$ cat src/rtl/scff_sat_counter.sv
`default_nettype none
// ============================================================================
// Module   : scff_sat_counter
// Purpose  : Up-counter with synchronous clear that sticks at all-ones.
// Revision : 1.0 - initial release
// ============================================================================
module scff_sat_counter #(
    parameter int WIDTH = 16
) (
    input  logic             clk,
    input  logic             rst,
    input  logic             i_clr,
    input  logic             i_inc,
    output logic [WIDTH-1:0] o_count
);

    logic [WIDTH-1:0] r_count;

    always_ff @(posedge clk) begin
        if (rst || i_clr) begin
            r_count <= '0;
        end else if (i_inc && (r_count != {WIDTH{1'b1}})) begin
            r_count <= r_count + {{(WIDTH-1){1'b0}}, 1'b1};
        end
    end

    assign o_count = r_count;

endmodule : scff_sat_counter
`default_nettype wire

$ cat config.mk
export PLATFORM = sky130hd
export DESIGN_NAME = scff_sat_counter
export DESIGN_NICKNAME = d
export VERILOG_FILES = /design/src/rtl/scff_sat_counter.sv
export SDC_FILE = /design/constraint.sdc
export NUM_CORES = 1
export LEC_CHECK = 0
export ABC_AREA = 1
export CORE_ASPECT_RATIO = 1.5
export CORE_MARGIN = 2
export CORE_UTILIZATION = 40
export DETAILED_ROUTE_END_ITERATION = 8
export PLACE_DENSITY = 0.65
export SETUP_SLACK_MARGIN = 0.5
export SYNTH_ARGS = -nofsm -noshare
export SYNTH_HDL_FRONTEND = slang
export SYNTH_SLANG_ARGS = --single-unit
export TNS_END_PERCENT = 100
$ cat constraint.sdc
create_clock -name clk -period 2.3 [get_ports clk]
set_clock_uncertainty 0.05 [all_clocks]
set_input_delay 0.23 -clock clk [delete_from_list [all_inputs] [get_ports clk]]
set_output_delay 0.23 -clock clk [all_outputs]
set_load 0.03 [all_outputs]
* Yosys cells after proc, flatten, opt, wreduce, memory -nomap -nowiden
Index checks and enable logic that the tools add are counted.
** Cells by class
- Add/subtract/negate cells :: 1
- Equality and inequality tests :: 1
- Reduce and logical (&&, ||, !) cells :: 2
** Operator list (count)
- adder 16 x 1 -> 16 bit (second input constant) :: 1
- inequality test 16 bit (second input constant) :: 1
- logical AND 1 bit :: 1
- logical OR 1 bit :: 1
** Storage, ports and cells
- Flip-flop bits (word level) :: 16
- Bits of input ports :: 4
- Output and inout bits :: 16
- Logic and storage cells :: 5

* Logic depth before layout (Yosys ltp)
Gate-level depths: netlist of run 1.
- Depth in word-level cells :: 2
- Mapped depth :: 9
- Gate-level depth less buffers :: 9

* Least setup slack after synthesis of run 1
Ideal clock, no wire load.
- Path type :: reg2reg
- Start :: register r_count[1], in the netlist o_count[1]
- End :: register r_count[13], in the netlist o_count[13]
- Library setup time :: 116 ps
- Data arrival time :: 1478 ps
- Data required time :: 2134 ps
- Path slack :: 656 ps
- Stages on the path, launching flop included :: 8
- Path buffers :: 1
- Period minus slack after synthesis :: 1644 ps
- Path through :: dfxtp_1 ha_1 nand2_1 nor2_2 nand4_2 buf_6 a21oi_1 nor2_1
** Between the ends
- Cells in the longest elaborated chain, start to end :: 2
- Elaborated cells on any way between the ends :: 3
- Those cells by class :: 1 x add/sub; 1 x eq/ne; 1 x reduce/logical
** Ends and longest elaborated chain
- start: declaration :: line 17 : logic [WIDTH-1:0] r_count;
- start signal: assignment :: line 23 : r_count <= r_count + {{(WIDTH-1){1'b0}}, 1'b1};
- branches (longest 2 deep; another with adder 16 x 1 -> 16 bit)
Parallel ways; which one is timed is not known.
A chain may end at the register's enable or synchronous reset.

* Final worst setup path of run 1
- Start :: register r_count[11], in the netlist o_count[11]
- End :: output o_count[11]
** RTL lines
- end: declaration :: line 14 : output logic [WIDTH-1:0] o_count
No word-level cell between the ends.

==> results.toml, run 1 <==
[layout]
drive_gt1_share_pct = 11.1
layout.nets = 177
nFillCells = 215
antenna_cells = 0
syn_to_final_growth_pct = 26.8
multiInputGateArea_sq_um = 568
register_area_sq_um = 320
largest_reg_flops = 16

[synthesis]
synthAdderAreaFrac_pct = 1.32
synth_top_family_by_area = "simple AND/OR/NAND/NOR gates"
syn_inst = 149
synth_area_per_cell_sq_um = 6.38
yosysMostFrequentCell = "nand2_1"
ys_seq_elements = 16
synthArstFlopShare_pct = 0
netlist.area_leader.share_pct = 33.7
synth_area_sq_um = 951
synth_edf_count = 0
yosysUniqueCellTypes = 21
yosysTopAreaCell = "dfxtp_1"
muxShareOfSynthArea_pct = 0
synth_area_leaders = "dfxtp_1 34%, nand2_1 15%, nor2_1 13%, nand3_1 7.4%, a21oi_1 4.7%"
synth_nets = 154
ys_seq_area_share_pct = 33.7
synth_ff_type = "dfxtp_1"
yosys_warnings = 0
netlist_top_cells_count = "38 x nand2_1, 34 x nor2_1, 16 x dfxtp_1"
synth-simple-area-share_pct = 49.5
synth-compound-area-share_pct = 8.03
synth_xor_area_share_pct = 0

[timing]
hold_violations = 0
rsz0062_at_grt = "no"
tns_ns = 0
finalSetupViolCount = 0
fin_crit_sh_pct = 75.7
fin_hold_ws_ns = 0.489
fmax_ghz = 0.574
period_minus_slack_ns = 1.74
worstMarginPinSlew_ns = 0.527
slew_viol_final = 0
relSlewSlack_pct = 64.7

[global_routing]
grt_max_degree = 13
antenna_found_initial = 0
grt_usage_pct = 18.1
grt_pass1_vias = 915
gr-total-overflow = 0
grt_pass1_wl_mm = 3.89

[cts]
clkTransAtPathRegs_ns = 0.11
clk_latency_ns = 0.30
tritoncts = "built"
cts_setup_buffers = 0
cts_inserted_buffers = 3
htreeDepth = 1
cts_root_buffer = "clkbuf_4"
clock_sinks = 16
clock_path_buffers = 2

[place]
io_buffer_count = 19
dp_hpwl_mm = 1.73
gp_congestion = 0.903

[worst_hold_path]
min_delay_worst_endpoint = "o_count[5]$_SDFFE_PP0P_"
holdCritStartpoint = "o_count[5]$_SDFFE_PP0P_"
holdPathStages = 2
hold_path_class = "flop to flop"

[floorplanning]
rows = 21
die_h_microns = 63.7
die_w_microns = 43.8
io_pins = 20
die-area_sq_um = 2790
start_util_pct = 42.6
core_area_sq_um = 2230

[route]
drt-total-wl_mm = 2.28
drc_errors = 0
vias = 978
routedWlPerCell_microns = 11.7
dr.pass1.iters = 4
drt_iter0_markers = 37
viasPerCell = 5.04
drtAntennaViolNets = 0

[setup_path]
crit_path_cell_trace = "clkdlybuf4s50_1"
path_class = "flop to primary output"
cpPeakStageDelay_ns = 0.71
arrival_ns = 1.46
reg2reg_from = "o_count[0]$_SDFFE_PP0P_"
cp_top_family = "buffers and inverters"
slowest_stage = "clkdlybuf4s50_1"
required_ns = 2.02
start_kind = "flop"
cp-end-kind = "primary output"
path_buf_inv = 1
worst-r2r-setup-slack_ns = 0.71
rr_endpoint = "o_count[2]$_SDFFE_PP0P_"
worstPathMaxFanout = 6
r2r_cells = 8

[pwr]
leakage_nw = 0.453
ir_drop_mv = 0.261
powerDensity_nw_per_um2 = 421
power_mw = 0.508

[status]
outcome = "complete, no violations"

[flow_run]
cap_viol_max_count = 0
-- worst max-delay path by stage --
stage / startpoint / end / slack (ns) / cells past startpoint
after floorplan: o_count[1]$_SDFFE_PP0P_ / o_count[13]$_SDFFE_PP0P_ / 0.66 / 7
after global placement: i_inc / o_count[14]$_SDFFE_PP0P_ / 0.66 / 8
after detailed placement: i_inc / o_count[14]$_SDFFE_PP0P_ / 0.63 / 8
after CTS: o_count[11]$_SDFFE_PP0P_ / o_count[11] / 0.55 / 1
after global routing: o_count[11]$_SDFFE_PP0P_ / o_count[11] / 0.51 / 1
final: o_count[11]$_SDFFE_PP0P_ / o_count[11] / 0.56 / 1
-- cell type report --
cell class,count,area share (%)
flip-flops and latches,16,26.6
multi-input cells,117,47.1
repair buffers,20,16.6
clock buffers,4,3.01
well taps,23,2.39
inverters,14,4.36
-- metal layers --
metal / track usage [%] / wire length [microns]
met3: 1.72 / 78
met5: 0 / 0
met4: 7.95 / 31
met1: 23.3 / 1070
met2: 29.6 / 1100
-- through the flow --
step | utilization (%) | std cells | area, sq um | worst slack (ns)
floorplan | - | 149 | 951 | 0.656
global placement | 51.9 | 190 | 1160 | 0.656
detailed placement | 51.9 | 190 | 1160 | 0.632
CTS | 53.5 | 194 | 1190 | 0.553
global route | 54.0 | 194 | 1210 | 0.511
finish | 54.0 | 194 | 1210 | 0.559
-- placed cells by master, fill, tap and decap left out --
cell type and count:
nand2_1 38, nor2_1 34, clkdlybuf4s50_1 18, dfxtp_1 16
nand3_1 14, inv_1 12, a21oi_1 9, nor2_4 4
nand2_2 3, nor2_2 3, o21ai_0 3, nand4_1 3
clkbuf_4 3, nand4_4 1, inv_2 1, nand2_4 1
o21ai_2 1, a21boi_1 1, clkinv_1 1, nor3_1 1
ha_1 1, clkbuf_8 1, dlymetal6s2s_1 1, buf_4 1
-- repair_timing --
item,in CTS,in global routing
resized for setup,0,2
endpoints found under the setup margin,0,3
hold buffers,0,0
-- power by group --
group / switching [mW] / internal [mW] / total, mW
Combinational: 0.0181 / 0.0137 / 0.0319
Clock: 0.0988 / 0.0966 / 0.195
Sequential: 0.00191 / 0.278 / 0.280
-- kinds of logic (layout without fill, tap and decap cells) --
logic type	count (synthesis)	after routing
AOI/OAI and AO/OA	14	14
adders and majority gates	1	1
buffers and inverters	16	38
DFF	16	16
and+or+nand+nor	102	102
No activity file was read; power rests on OpenSTA's default activity.
==> run 2, diff against run 1 <==
--- a/config.mk
+++ b/config.mk
@@ -10,7 +10,7 @@
 export CORE_MARGIN = 2
 export CORE_UTILIZATION = 40
 export DETAILED_ROUTE_END_ITERATION = 8
-export PLACE_DENSITY = 0.65
+export PLACE_DENSITY = 0.68
 export SETUP_SLACK_MARGIN = 0.5
 export SYNTH_ARGS = -nofsm -noshare
 export SYNTH_HDL_FRONTEND = slang
==> constraint.sdc (replaced) <==
create_clock -name clk -period 1.4 [get_ports clk]
set_clock_uncertainty 0.05 [all_clocks]
set_input_delay 0.14 -clock clk [delete_from_list [all_inputs] [get_ports clk]]
set_output_delay 0.14 -clock clk [all_outputs]
set_load 0.03 [all_outputs]
==> run 2 against run 1 <==
Effect of this change:
- clock power up 64%
- setup slack got worse by 0.53 ns
- global-route usage rose by 2.6 points
- worst hold slack lost 0.024 ns
- wire length up 12%
- critical endpoint is now o_count[12]$_SDFFE_PP0P_
- largest cell class unchanged
- die area is the same
- critical path depth grew 6
- power increased by 65%
- critical path type is now flop to flop
- combinational power is 120% higher
- final cell count increased by 7.7%
==> results.toml, run 2 (same netlist as run 1, synthesis figures left out) <==
[setup_path]
arrival_ns = 1.55
start_kind = "flop"
cp-end-kind = "flop"
required_ns = 1.58
worstPathMaxFanout = 4
path_class = "flop to flop"

[pwr]
ir_drop_mv = 0.364
leakage_nw = 0.601
power_mw = 0.837
powerDensity_nw_per_um2 = 560

[floorplanning]
rows = 21
core_area_sq_um = 2230
die_h_microns = 63.7
start_util_pct = 42.6
die_w_microns = 43.8
die-area_sq_um = 2790
io_pins = 20

[route]
viasPerCell = 5.11
drtAntennaViolNets = 0
drt_iter0_markers = 9
dr.pass1.iters = 4
drc_errors = 0
vias = 1069
drt-total-wl_mm = 2.54
routedWlPerCell_microns = 12.2

[place]
dp_hpwl_mm = 1.91
dp_cells = 197
io_buffer_count = 19
dp_slack_ns = -0.0462
gp_congestion = 0.915

[cts]
clk_latency_ns = 0.30
clock_path_buffers = 2
tritoncts = "built"
cts_root_buffer = "clkbuf_4"
clock_sinks = 16
cts_inserted_buffers = 3
htreeDepth = 1
clkTransAtPathRegs_ns = 0.10

[timing]
relSlewSlack_pct = 80.5
fin_crit_sh_pct = 97.9
slew_viol_final = 0
rsz0062_at_grt = "yes"
hold_violations = 0
worst_slack_ns = 0.0288
finalSetupViolCount = 0
fmax_ghz = 0.729
period_minus_slack_ns = 1.37
worstMarginPinSlew_ns = 0.293

[layout]
drive_gt1_share_pct = 48.9
layout.nets = 192
layout_common_cells = "35 x nand2_1, 25 x nor2_1, 19 x buf_4"
final_common_cell = "nand2_1"
syn_to_final_growth_pct = 57.0
antenna_cells = 0
largest_reg_flops = 16
final_cells = 209

[global_routing]
grt_max_degree = 10
grt_usage_pct = 20.7
grt_pass1_wl_mm = 4.42
antenna_found_initial = 0
grt_pass1_vias = 1065
gr-total-overflow = 0

[status]
outcome = "complete, no violations"

[flow_run]
cap_viol_max_count = 0

[worst_hold_path]
hold_path_class = "flop to flop"
-- run 2: changes by cell type in the layout (fill, tap and decap cells not counted), moves of 4 or more --
cell	previous run	this run
clkdlybuf4s50_1	18	3
nand3_2	0	4
nor2_1	34	25
buf_6	0	12
nor2_4	4	10
buf_4	1	19
dfxtp_4	0	9
a21oi_1	9	2
dfxtp_2	0	7
a21oi_2	0	7
dfxtp_1	16	0
nand3_1	14	10
-- run 2: layout make-up --
class | instances | area [sq um]
fill | 197 | 741
timing repair buffer | 35 | 317
inverter | 14 | 53.8
multi-input combinational | 117 | 694
sequential | 16 | 363
tap | 23 | 28.8
clock buffer | 4 | 36.3
-- run 2: final timing paths --
path                      startpoint                  endpoint  slack (ns)  cells past startpoint
max reg2reg  o_count[0]$_SDFFE_PP0P_  o_count[12]$_SDFFE_PP0P_        0.03                      7
max          o_count[0]$_SDFFE_PP0P_  o_count[12]$_SDFFE_PP0P_        0.03                      7
min          o_count[4]$_SDFFE_PP0P_   o_count[4]$_SDFFE_PP0P_        0.46                      2
min reg2reg  o_count[4]$_SDFFE_PP0P_   o_count[4]$_SDFFE_PP0P_        0.46                      2
-- run 2: repair_timing --
action,4_1_cts,5_1_grt
buffers inserted,7,1
resized for setup,116,9
hold buffers,0,0
pin swaps,11,1
setup endpoints to repair,32,32
endpoints found under the hold margin,0,0
-- run 2: power breakdown --
part / total (mW) / leakage [nW] / internal (mW) / switching [mW]
registers: 0.446 / 0.140 / 0.442 / 0.00419
clock network: 0.320 / 0.0210 / 0.159 / 0.161
logic: 0.0710 / 0.440 / 0.0354 / 0.0355
-- run 2: layer usage --
layer / global-route usage [%] / vias up / wire, microns / part of all wire [%]
met5: 0 / - / 0 / 0
met4: 12.1 / 0 / 91 / 3.6
met3: 2.01 / 9 / 61 / 2.4
met2: 36.8 / 18 / 1390 / 55
met1: 22.5 / 494 / 998 / 39
li1: - / 548 / - / -
-- run 2: worst max-delay path, cell delays in order (launching register included) --
cell     delay [ns]
dfxtp_4        0.39
ha_4           0.16
nand3_2        0.10
nor2_4         0.15
nand2_2        0.10
nor2_4         0.12
o21ai_0        0.10
a21oi_1        0.13
-- run 2: stage by stage --
stage	setup TNS, ns	instance area (sq um)	util [%]	hold slack, ns
after floorplan	0	1050	-	0.272
after global placement	0	1320	58.9	0.418
after detailed placement	-0.101	1320	58.9	0.440
after CTS	0	1450	65.0	0.470
after global routing	-0.267	1490	66.8	0.492
final	0	1490	66.8	0.465
